File: src/rtl/cpu_types_pkg.sv
// Shared CPU datapath types: multiply/divide op encoding and unit FSM states.
package cpu_types_pkg;

  typedef enum logic [1:0] {MD_MULT, MD_MULTU, MD_DIV, MD_DIVU} muldiv_op_t;

  typedef enum logic [1:0] {MD_IDLE, MD_RUN, MD_FIX} muldiv_state_t;

endpackage

File: src/rtl/muldiv_step.sv
// One iteration of the shared HI/LO accumulator: radix-2 add-then-shift multiply
// or restoring shift-subtract divide, selected by div_mode.
module muldiv_step #(
  parameter int WIDTH = 32
) (
  input  logic             div_mode,
  input  logic [WIDTH-1:0] acc_hi,
  input  logic [WIDTH-1:0] acc_lo,
  input  logic [WIDTH-1:0] opnd,
  output logic [WIDTH-1:0] nxt_hi,
  output logic [WIDTH-1:0] nxt_lo
);

  logic [WIDTH:0]   sum;
  logic [WIDTH:0]   shifted;
  logic [WIDTH-1:0] diff;
  logic             borrow;

  always_comb begin
    sum     = {1'b0, acc_hi} + (acc_lo[0] ? {1'b0, opnd} : '0);
    shifted = {acc_hi, acc_lo[WIDTH-1]};
    borrow  = (shifted < {1'b0, opnd});
    // On no-borrow the true difference is below the divisor, so W bits suffice.
    diff    = shifted[WIDTH-1:0] - opnd;
    if (div_mode) begin
      nxt_hi = borrow ? shifted[WIDTH-1:0] : diff;
      nxt_lo = {acc_lo[WIDTH-2:0], ~borrow};
    end else begin
      nxt_hi = sum[WIDTH:1];
      nxt_lo = {sum[0], acc_lo[WIDTH-1:1]};
    end
  end

endmodule

File: src/rtl/muldiv_unit.sv
// Multi-cycle MULT/MULTU/DIV/DIVU unit owning HI/LO; fixed WIDTH+1 cycle latency,
// sign handled by magnitude arithmetic plus a final correction cycle.
module muldiv_unit
  import cpu_types_pkg::*;
#(
  parameter int WIDTH = 32,
  parameter int CNT_W = $clog2(WIDTH + 1)
) (
  input  logic             CLK,
  input  logic             nRST,
  input  logic             start,
  input  muldiv_op_t       op,
  input  logic [WIDTH-1:0] a,
  input  logic [WIDTH-1:0] b,
  input  logic             flush,
  input  logic             hi_we,
  input  logic             lo_we,
  input  logic [WIDTH-1:0] wdata,
  output logic             busy,
  output logic             done,
  output logic             div_by_zero,
  output logic [WIDTH-1:0] hi,
  output logic [WIDTH-1:0] lo
);

  muldiv_state_t    state;
  logic [CNT_W-1:0] cnt;
  logic             is_div;
  logic             neg_q;
  logic             neg_r;
  logic             dz;
  logic [WIDTH-1:0] acc_hi;
  logic [WIDTH-1:0] acc_lo;
  logic [WIDTH-1:0] opnd;
  logic [WIDTH-1:0] step_hi;
  logic [WIDTH-1:0] step_lo;
  logic [WIDTH-1:0] fix_hi;
  logic [WIDTH-1:0] fix_lo;
  logic [WIDTH-1:0] a_mag;
  logic [WIDTH-1:0] b_mag;
  logic [1:0]       op_bits;
  logic             a_neg;
  logic             b_neg;
  logic             accept;

  function automatic logic [WIDTH-1:0] cond_neg(input logic [WIDTH-1:0] v, input logic n);
    return n ? -v : v;
  endfunction

  function automatic logic [2*WIDTH-1:0] cond_neg2(input logic [2*WIDTH-1:0] v, input logic n);
    return n ? -v : v;
  endfunction

  assign op_bits = op;
  assign a_neg   = ~op_bits[0] & a[WIDTH-1];
  assign b_neg   = ~op_bits[0] & b[WIDTH-1];
  assign a_mag   = cond_neg(a, a_neg);
  assign b_mag   = cond_neg(b, b_neg);
  assign accept  = (state == MD_IDLE) && start && !flush;
  assign busy    = (state != MD_IDLE);

  muldiv_step #(.WIDTH(WIDTH)) u_step (
    .div_mode (is_div),
    .acc_hi   (acc_hi),
    .acc_lo   (acc_lo),
    .opnd     (opnd),
    .nxt_hi   (step_hi),
    .nxt_lo   (step_lo)
  );

  // Divide by zero leaves the dividend magnitude in acc_hi, so the normal
  // remainder fix-up already reproduces a; only the quotient is forced.
  always_comb begin
    fix_hi = acc_hi;
    fix_lo = acc_lo;
    if (is_div) begin
      fix_lo = dz ? '1 : cond_neg(acc_lo, neg_q);
      fix_hi = cond_neg(acc_hi, neg_r);
    end else begin
      {fix_hi, fix_lo} = cond_neg2({acc_hi, acc_lo}, neg_q);
    end
  end

  // Datapath accumulator: loaded on accept, iterated while running.
  always_ff @(posedge CLK) begin
    if (accept) begin
      acc_hi <= '0;
      acc_lo <= op_bits[1] ? a_mag : b_mag;
      opnd   <= op_bits[1] ? b_mag : a_mag;
    end else if (state == MD_RUN) begin
      acc_hi <= step_hi;
      acc_lo <= step_lo;
    end
  end

  // Control FSM and architectural HI/LO.
  always_ff @(posedge CLK or negedge nRST) begin
    if (!nRST) begin
      state       <= MD_IDLE;
      cnt         <= '0;
      is_div      <= 1'b0;
      neg_q       <= 1'b0;
      neg_r       <= 1'b0;
      dz          <= 1'b0;
      done        <= 1'b0;
      div_by_zero <= 1'b0;
      hi          <= '0;
      lo          <= '0;
    end else begin
      done        <= 1'b0;
      div_by_zero <= 1'b0;
      if (hi_we) hi <= wdata;
      if (lo_we) lo <= wdata;
      case (state)
        MD_IDLE: begin
          if (accept) begin
            state  <= MD_RUN;
            cnt    <= CNT_W'(WIDTH);
            is_div <= op_bits[1];
            neg_q  <= a_neg ^ b_neg;
            neg_r  <= a_neg;
            dz     <= (b == '0);
          end
        end
        MD_RUN: begin
          if (flush) begin
            state <= MD_IDLE;
            cnt   <= '0;
          end else begin
            cnt <= cnt - 1'b1;
            if (cnt == CNT_W'(1)) state <= MD_FIX;
          end
        end
        MD_FIX: begin
          state <= MD_IDLE;
          if (!flush) begin
            hi          <= fix_hi;
            lo          <= fix_lo;
            done        <= 1'b1;
            div_by_zero <= dz & is_div;
          end
        end
        default: state <= MD_IDLE;
      endcase
    end
  end

endmodule

File: config.mk
export PLATFORM = sky130hd
export DESIGN_NAME = muldiv_unit
export DESIGN_NICKNAME = d
export VERILOG_FILES = /design/src/rtl/cpu_types_pkg.sv /design/src/rtl/muldiv_step.sv /design/src/rtl/muldiv_unit.sv
export SDC_FILE = /design/constraint.sdc
export NUM_CORES = 1
export LEC_CHECK = 0
export CORE_MARGIN = 2
export CORE_UTILIZATION = 40
export DETAILED_ROUTE_END_ITERATION = 6
export HOLD_SLACK_MARGIN = 0.1
export PLACE_DENSITY = 0.63
export SLEW_MARGIN = 20
export SYNTH_ARGS = -nofsm -noshare
export SYNTH_HDL_FRONTEND = slang
export SYNTH_SLANG_ARGS = --single-unit
export TNS_END_PERCENT = 1
File: constraint.sdc
create_clock -name CLK -period 4.05 [get_ports CLK]
set_clock_uncertainty 0.05 [all_clocks]
set_input_delay 0.81 -clock CLK [delete_from_list [all_inputs] [get_ports CLK]]
set_output_delay 0.81 -clock CLK [all_outputs]
set_load 0.02 [all_outputs]
==> metrics.txt, run 1 <==
Synth Warn # 0; Yosys top cell by area dfrtp_1; post-CTS sizing 0; sequential fraction of the synthesis area 0.304; CTS HTree Levels 4; per-cell routed wire length 21.6 µm; clk sinks 174; Reg clk slew, reported paths 0.07 ns; Internal 5.58 mW; NumNets Final 2121; Startpoint Class flip-flop; cell area after synthesis 14900 µm²; switching power 5.16 mW; worst reg-to-reg path cell count 13; initial core utilization 0.406; Final Setup Violations 0; global-route wire length before repair 80300 µm; Avg Cell Area, Syn 8.30 µm²; Max Cap Viol 0; Worst Path Required 4.39 ns; clock buffer count from CTS 17; CTS tree done; met2 Track Usage GR 0.422; Slowest-stage cell, CP o31ai_1; FFs w/ async S/R, synth 0.448; Hold WC Path Type primary input to async pin; Final Hold Viols 0; Top Usage Layer GRT met2; P_leak 7.24 nW; DR iter-0 viols 1261; GR Util met3 0.0423; Synth Register Bits 174; M1 GR Usage 0.373; WP buf/inv 2; number of synthesized flops with an enable pin 64; die area 38700 µm²; ANT cells 0; Slew Limit Fails 0; post-CTS setup buffers 0; number of fill cells 3600; main flop type after synthesis dfrtp_1; top-area cell type share of the netlist area 0.131; ANT nets after route 0; unrepaired setup endpoints after global routing false; Via density 5.94; Fmax achieved 266 MHz; clock tree buffer depth 2; vias in the first global route 13.8k; xor/xnor share of the synthesized area 0.103; Gate power share 0.586; crit-path cells inv_1 > buf_4 > nor2_1 > ha_1 > nand2_1 > nor2_1 > nand4_1 > o31ai_1 > nand3_1 > o31ai_1 > xor2_1 > nand2b_1 > a31oi_1; Placer Congestion 1.01; Final Util 0.487; clk root buf clkbuf_16; Clock power frac 0.151; Initial DRT Pass Iterations 6; setup TNS 0 ns; fraction of the mapped netlist area in simple logic gates 0.168; DRC 0; leading cell types in the layout, fill and taps excluded 166 x nand2_1, 166 x clkdlybuf4s50_1, 157 x o21ai_0, 147 x mux2i_1, 140 x nor2_1; Max FO, Critical Path 15; Worst-Margin Slew 1.00 ns; FF/Latch Area 4520 µm²; PD cells 602 nW/µm²; Compound-Gate Fraction of Synth Area 0.218; vias 14.4k; multi-input logic area 9720 µm²; Synth Area in Adders 0.0617; Peak VDD IR 0.000388 V; die height 197 µm; syn_nets 1965; largest family of logic cells by synthesized area compound AO/OA/AOI/OAI gates; Cell variety after synth 75; CTS Hold Bufs 0; Slew headroom 0.330; max incr delay on CP 0.57 ns; GRT overflow 0; hpwl dp 41900 µm; Routed Wire Length 52500 µm; Layout area overhead 20.1%; synth top area cells dfrtp_1 13%, edfxtp_1 13%, mux2i_1 9.9%; post-route minimum period 3.76 ns; CP top delay family compound AO/OA/AOI/OAI gates; layout cells sized above 1 0.0649; synthesized netlist cell count 1789; pin count of the biggest net entering global routing 115; sw frac 0.481; CP Depth 13; # IOs 171; antenna violations before repair 0; mux share of post-synthesis cell area 0.103; status finished, final reports clean; CP Capture Type flip-flop; Critical Path AT 4.10 ns; core box area 36600 µm²; clock latency on the worst-skew pair 0.46 ns; Crit Path Class flip-flop to flip-flop; I/O Buffers 170; total track usage 0.271; Die W 197 µm; Tcrit/Tclk final 0.928; Seq pwr share 0.264; Rows 70
-- per-layer routing --
layer  share of wire  vias to the layer above
met4           0.041                        0
li1                -                     6849
met1            0.45                     6901
met2            0.44                      567
met3           0.061                       96
met5               0                        -
-- power groups by stage --
stage | clock network (mW) | registers (mW) | logic (mW)
3_3_place_gp | 0 | 2.85 | 6.11
2_1_floorplan | 0 | 2.79 | 4.11
6_report | 1.62 | 2.83 | 6.29
4_1_cts | 1.64 | 2.82 | 6.20
5_1_grt | 1.71 | 2.88 | 6.86
3_5_place_dp | 0 | 2.85 | 6.16
-- area by class of cell --
cell class	instances	share of cell area
Timing Repair Buffer	234	0.123
Clock inverter	14	0.00674
Sequential cell	174	0.253
Tap cell	468	0.0328
Inverter	69	0.0145
Clock buffer	18	0.0246
Multi-Input combinational cell	1449	0.545
-- kinds of logic after synthesis --
group,after synthesis
xor gates and xnor gates,174
AOI/OAI and AO/OA,529
buffers and inverters,166
and+or+nand+nor,522
muxes,152
DFF,174
adders and majority gates,72
-- stage by stage --
stage                     power, mW  worst slack (ns)  hold WS (ns)  instance area, µm²  std cells
after floorplan                6.90             0.700         0.416               14900       1789
after global placement         8.97             0.134         0.450               17300       2394
after detailed placement       9.02             0.161         0.473               17300       2394
after CTS                      10.7             0.334         0.393               17800       2426
after global routing           11.4           0.00117         0.433               17800       2426
final                          10.7             0.292         0.371               17800       2426
-- registers in the layout, summed over array words and instances (netlist names) --
name,flops
done,1
hi,32
acc_lo,32
neg_r,1
cnt,6
neg_q,1
dz,1
div_by_zero,1
state,2
lo,32
opnd,32
acc_hi,32
is_div,1
-- worst paths after layout --
kind | from | to | slack [ns]
setup / recovery | acc_lo[0] | acc_hi[29] | 0.29
hold / removal | nRST | done | 0.37
setup reg to reg | acc_lo[0] | acc_hi[29] | 0.29
hold reg to reg | cnt[3] | cnt[3] | 0.48
max in group asynchronous | nRST | hi[16] | 2.77
min in group CLK | cnt[3] | cnt[3] | 0.48
-- cell usage after synthesis (all sizes together), types with 18 or more instances --
master and instances:
nand2 166, o21ai 178, nand3 24, o211ai 29, a31oi 18, or3 20, clkbuf 80, xnor2 87
a21o 20, nor2 140, dfrtp 78, a22oi 33, edfxtp 64, nor3 42, a21oi 138, nand2b 22
mux2i 147, inv 68, dfxtp 32, xor2 87, ha 70
No activity file was read; power rests on OpenSTA's default activity.
==> inputs of run 2 (changes only) <==
- PLACE_DENSITY: 0.63 -> 0.65
- clock period: 4.05 -> 3.15 ns (I/O delays scaled with it)
==> run 2 against run 1 <==
Net effect:
- cell count grew 9.9%
- sequential share of layout area is 2.9 points lower
- global-route usage increased by 0.99 points
- sequential power rose by 20%
- critical endpoint is now acc_hi[31]
- maximum frequency is 20% higher
==> metrics.txt, run 2 (synthesis results as in run 1) <==
status finished, final reports clean (unchanged); pin count of the biggest net entering global routing 94 (was 115); Final Hold Viols 0 (unchanged); RR Endpoint acc_hi[31] (was acc_hi[29]); Initial DRT Pass Iterations 5 (was 6); PD cells 771 nW/µm² (was 602 nW/µm²); Startpoint Class flip-flop (unchanged); unrepaired setup endpoints after global routing true (was false); Final Non-Filler Cells 2666 (was 2426); hpwl dp 44000 µm (was 41900 µm); GRT overflow 0 (unchanged); layout cells sized above 1 0.197 (was 0.0649); die area 38700 µm² (unchanged); Fmax achieved 319 MHz (was 266 MHz); Slew Limit Fails 0 (unchanged); max incr delay on CP 0.56 ns (was 0.57 ns); CP top delay family simple AND/OR/NAND/NOR gates (was compound AO/OA/AOI/OAI gates); NumNets Final 2361 (was 2121); initial core utilization 0.406 (unchanged); Max FO, Critical Path 7 (was 15); worst hold endpoint cnt[3]; hold_sp cnt[3]; Peak VDD IR 0.000421 V (was 0.000388 V); Placer Congestion 0.991 (was 1.01); per-cell routed wire length 20.6 µm (was 21.6 µm); WP buf/inv 4 (was 2); Die W 197 µm (unchanged); worst reg-to-reg path cell count 14 (was 13); antenna violations before repair 0 (unchanged); Worst Path Required 3.44 ns (was 4.39 ns); clock latency on the worst-skew pair 0.46 ns (about the same); CTS HTree Levels 4 (unchanged); Rows 70 (unchanged); CTS tree done (unchanged); worst reg2reg startpoint opnd[14] (was acc_lo[0]); Worst-Margin Slew 0.774 ns (was 1.00 ns); Min Hold Slack 0.464 ns (was 0.371 ns); Critical Path AT 3.43 ns (was 4.10 ns); total power after layout 15.5 mW (was 10.7 mW); clock tree buffer depth 2 (unchanged); hold path cells 1; placed insts 2620 (was 2394); Slew headroom 0.484 (was 0.330); CP Capture Type flip-flop (unchanged); die height 197 µm (unchanged); Tcrit/Tclk final 0.996 (was 0.928); Final Util 0.549 (was 0.487); Hold WC Path Type flip-flop to flip-flop (was primary input to async pin); DRC 0 (unchanged); clock buffer count from CTS 17 (unchanged); Final WS setup 0.0122 ns (was 0.292 ns); vias 15.4k (was 14.4k); Area after DPL 19000 µm² (was 17300 µm²); Post-Place Setup Slack -0.480 ns (was 0.161 ns); Final Setup Violations 0 (unchanged); Via density 5.79 (was 5.94); # IOs 171 (unchanged); post-route minimum period 3.14 ns (was 3.76 ns); commonest non-fill, non-tap cell in the layout buf_4; Max Cap Viol 0 (unchanged); crit-path cells inv_1 > ha_2 > nand4_1 > or4_4 > a21oi_2 > nand3b_1 > buf_4 > a211oi_4 > buf_12 > buf_4 > nand3_1 > o2111ai_1 > o221ai_1 > o21ai_0 (was inv_1 > buf_4 > nor2_1 > ha_1 > nand2_1 > nor2_1 > nand4_1 > o31ai_1 > nand3_1 > o31ai_1 > xor2_1 > nand2b_1 > a31oi_1); Routed Wire Length 55000 µm (was 52500 µm); Crit Path Class flip-flop to flip-flop (unchanged); setup TNS 0 ns (unchanged); DR iter-0 viols 1544 (was 1261); total track usage 0.281 (was 0.271); vias in the first global route 14.9k (was 13.8k); post-route cell area 20100 µm² (was 17800 µm²); ANT nets after route 0 (unchanged); leading cell types in the layout, fill and taps excluded 290 x buf_4, 166 x clkdlybuf4s50_1, 165 x nand2_1, 147 x mux2i_1, 141 x o21ai_0 (was 166 x nand2_1, 166 x clkdlybuf4s50_1, 157 x o21ai_0, 147 x mux2i_1, 140 x nor2_1); P_leak 8.50 nW (was 7.24 nW); clk sinks 174 (unchanged); cell mode on critical path buf_4; core box area 36600 µm² (unchanged); Slowest-stage cell, CP or4_4 (was o31ai_1); Layout area overhead 35.3% (was 20.1%); ANT cells 0 (unchanged); global-route wire length before repair 83900 µm (was 80300 µm); I/O Buffers 170 (unchanged); clk root buf clkbuf_16 (unchanged); flop-to-flop setup slack 0.01 ns (was 0.29 ns); Reg clk slew, reported paths 0.07 ns (about the same)
run 2: cell types whose count changed in the layout (fill, tap and decap cells not counted), sizes merged:
cell         change
inv              -1
buf            +239
clkinv           +1
dlygate4sd3      +1
run 2: layout make-up:
| cell class | count | area (µm²) |
|---|---|---|
| Multi-Input combinational cell | 1449 | 10100 |
| Fill cell | 3413 | 16500 |
| Sequential cell | 174 | 4520 |
| Timing Repair Buffer | 474 | 4080 |
| Clock inverter | 14 | 124 |
| Tap cell | 468 | 586 |
| Inverter | 69 | 262 |
| Clock buffer | 18 | 439 |
run 2: timing repair:
| action | in CTS | in global routing |
|---|---|---|
| setup buffers | 4 | 9 |
| setup endpoints to repair | 20 | 60 |
| hold buffers | 1 | 0 |
| gates resized for setup | 23 | 80 |
| pin swaps | 3 | 33 |
| endpoints found under the hold margin | 20 | 0 |
run 2: how the worst max path moves through the flow:
stage	cells after the start	slack (ns)	startpoint	endpoint
finish	14	0.01	opnd[14]	acc_hi[31]
global route	15	-0.11	opnd[13]	acc_hi[31]
CTS	14	-0.03	acc_lo[0]	acc_hi[20]
detailed placement	9	-0.48	a[8]	acc_lo[29]
global placement	9	-0.39	a[8]	acc_lo[29]
floorplan	8	0.02	a[8]	acc_lo[29]
run 2: worst reg2reg max path, delay by kind of cell (launching register included):
kind / cells / cell delay, ns
and+or+nand+nor: 4 / 0.96
buffers and inverters: 4 / 0.57
AOI/OAI and AO/OA: 5 / 0.64
adders and majority gates: 1 / 0.41
DFF: 1 / 0.41
run 2: metal layers:
layer	wire, µm	GRT usage	up-vias
met4	2380	0.126	0
met1	24400	0.383	7385
met5	0	0	-
li1	-	-	7347
met3	3760	0.0486	91
met2	24400	0.438	610
run 2: where the power goes:
group	switching [mW]	internal, mW
sequential	0.457	2.93
combinational	5.61	4.38
clock	1.05	1.06
==> inputs of run 3 (changes only) <==
- CORE_UTILIZATION: 40 -> 48
- CTS_CLUSTER_SIZE: unset -> 12
- PLACE_DENSITY: 0.65 -> 0.76
==> run 3 against run 2 <==
Net effect:
- the run now ends with setup timing left
- wire length decreased by 0.85%
- worst setup slack got worse by 0.098 ns
- critical path depth stayed put
- cell count is 3.9% lower
- critical path type unchanged
- highest routed layer is now met5
==> metrics.txt, run 3 (synthesis results as in run 1) <==
Tcrit/Tclk final 1.03 (was 0.996); antenna violations before repair 1 (was 0); CTS tree done (unchanged); DRC 0 (unchanged); Slew headroom 0.327 (was 0.484); P_leak 8.45 nW (was 8.50 nW); per-cell routed wire length 21.3 µm (was 20.6 µm); Seq pwr share 0.219 (about the same); Via density 6.11 (was 5.79); clock latency on the worst-skew pair 0.45 ns (was 0.46 ns); Reg clk slew, reported paths 0.07 ns (about the same); cell mode on critical path buf_4 (unchanged); layout cells sized above 1 0.181 (was 0.197); clock buffer count from CTS 17 (unchanged); Final WS setup -0.0863 ns (was 0.0122 ns); Routed Wire Length 54500 µm (was 55000 µm); CTS HTree Levels 4 (unchanged); core box area 30500 µm² (was 36600 µm²); total track usage 0.325 (was 0.281); Min Hold Slack 0.208 ns (was 0.464 ns); vias 15.7k (was 15.4k); Rows 64 (was 70); Peak VDD IR 0.000553 V (was 0.000421 V); Post-Place Setup Slack -0.468 ns (was -0.480 ns); NumNets Final 2330 (was 2361); pin count of the biggest net entering global routing 77 (was 94); clock tree buffer depth 2 (unchanged); Layout area overhead 34.0% (was 35.3%); Final Hold Viols 0 (unchanged); die area 32400 µm² (was 38700 µm²); Slew Limit Fails 0 (unchanged); initial core utilization 0.487 (was 0.406); failing checks setup timing; status finished with violations (was finished, final reports clean); Max FO, Critical Path 4 (was 7); Startpoint Class flip-flop (unchanged); Fmax achieved 309 MHz (was 319 MHz); ANT cells 0 (unchanged); clk sinks 174 (unchanged); Worst-Margin Slew 1.01 ns (was 0.774 ns); Worst Path Required 3.43 ns (was 3.44 ns); post-route minimum period 3.24 ns (was 3.14 ns); # IOs 171 (unchanged); Max Cap Viol 0 (unchanged); placed insts 2512 (was 2620); die height 180 µm (was 197 µm); Gate power share 0.638 (was 0.645); max incr delay on CP 0.44 ns (was 0.56 ns); hpwl dp 42800 µm (was 44000 µm); vias in the first global route 14.9k (about the same); Die W 180 µm (was 197 µm); Placer Congestion 1.01 (was 0.991); Initial DRT Pass Iterations 6 (was 5); Crit Path Class flip-flop to flip-flop (unchanged); DR iter-0 viols 1699 (was 1544); GRT overflow 0 (unchanged); unrepaired setup endpoints after global routing true (unchanged); Final Setup Violations 4 (was 0); commonest non-fill, non-tap cell in the layout buf_4 (unchanged); Internal 8.45 mW (was 8.37 mW); Slowest-stage cell, CP edfxtp_1 (was or4_4); ANT nets after route 0 (unchanged); Clock power frac 0.143 (was 0.137); global-route wire length before repair 83000 µm (was 83900 µm); setup TNS -0.238 ns (was 0 ns); Critical Path AT 3.51 ns (was 3.43 ns); CTS Hold Bufs 0 (was 1); PD cells 782 nW/µm² (was 771 nW/µm²); crit-path cells and2_1 > ha_1 > fa_1 > a211oi_2 > buf_4 > o21ai_1 > a31oi_1 > buf_4 > o31ai_4 > nand3_2 > nand2b_1 > and4b_1 > o221ai_1 > o21ai_0 (was inv_1 > ha_2 > nand4_1 > or4_4 > a21oi_2 > nand3b_1 > buf_4 > a211oi_4 > buf_12 > buf_4 > nand3_1 > o2111ai_1 > o221ai_1 > o21ai_0); Final Non-Filler Cells 2563 (was 2666); switching power 7.11 mW (was 7.12 mW); total power after layout 15.6 mW (was 15.5 mW); CP Capture Type flip-flop (unchanged); leading cell types in the layout, fill and taps excluded 253 x buf_4, 166 x nand2_1, 160 x clkdlybuf4s50_1, 147 x mux2i_1, 145 x o21ai_0 (was 290 x buf_4, 166 x clkdlybuf4s50_1, 165 x nand2_1, 147 x mux2i_1, 141 x o21ai_0); I/O Buffers 170 (unchanged); sw frac 0.457 (was 0.460); clk root buf clkbuf_16 (unchanged); Hold WC Path Type primary input to async pin (was flip-flop to flip-flop)
-- run 3: cell count changes in the layout (fill, tap and decap cells not counted), moves of 3 or more --
cell | previous run | this run
o21ai_1 | 35 | 28
dlymetal6s2s_1 | 0 | 6
o21ai_0 | 141 | 145
clkdlybuf4s50_1 | 166 | 160
o21ai_2 | 1 | 4
inv_8 | 4 | 1
clkbuf_16 | 17 | 20
ha_2 | 5 | 1
buf_4 | 290 | 253
-- run 3: per-stage QoR --
step | instance area (µm²) | util
3_3_place_gp | 18700 | 0.612
6_report | 19900 | 0.652
4_1_cts | 19400 | 0.635
2_1_floorplan | 14900 | -
3_5_place_dp | 18700 | 0.612
5_1_grt | 19900 | 0.652
-- run 3: power by group through the flow --
stage               Sequential, mW  Clock [mW]  Combinational, mW
global placement              3.40           0               8.91
CTS                           3.39        2.23               9.16
finish                        3.41        2.22               9.93
global route                  3.46        2.32               10.6
detailed placement            3.42           0               9.05
floorplan                     3.59           0               5.28
-- run 3: layout make-up --
cell class,instances,area (µm²)
fillers,2527,10600
multi-input cells,1449,10100
flip-flops and latches,174,4520
repair buffers,443,3950
well taps,396,495
clock buffers,22,474
inverters,69,262
clock inverters,10,126
-- run 3: worst max-delay path, delay by kind of cell, from the launching register on --
| kind | cells | cell delay, ns |
|---|---|---|
| AO/OA/AOI/OAI | 6 | 1.02 |
| flip-flops | 1 | 0.44 |
| adder cells (fa/ha/maj) | 2 | 0.64 |
| AND/OR/NAND/NOR | 4 | 0.63 |
| buffers and inverters | 2 | 0.34 |
-- run 3: what timing repair did --
| item | in CTS | in global routing |
|---|---|---|
| setup buffers | 1 | 14 |
| gates cloned | 0 | 4 |
| pin swaps | 3 | 28 |
| gates resized for setup | 11 | 86 |
| hold endpoints to repair | 0 | 0 |
| endpoints found under the setup margin | 25 | 51 |
-- run 3: path summary, 6_finish.rpt --
check | end | start | slack, ns | cells past startpoint
min reg2reg | cnt[3] | cnt[3] | 0.45 | 1
max | acc_hi[31] | acc_lo[0] | -0.09 | 14
max in group asynchronous | is_div | nRST | 2.22 | 1
min in group CLK | cnt[3] | cnt[3] | 0.45 | 1
min | lo[8] | nRST | 0.21 | 1
max reg2reg | acc_hi[31] | acc_lo[0] | -0.09 | 14
-- run 3: per-layer routing --
metal / wire (µm) / part of all wire / GRT usage / vias up
met5: 7 / 0.00013 / 0 / -
met4: 2850 / 0.052 / 0.159 / 2
met3: 3930 / 0.072 / 0.0462 / 144
met2: 25200 / 0.46 / 0.523 / 749
met1: 22600 / 0.41 / 0.430 / 7481
li1: - / - / - / 7278
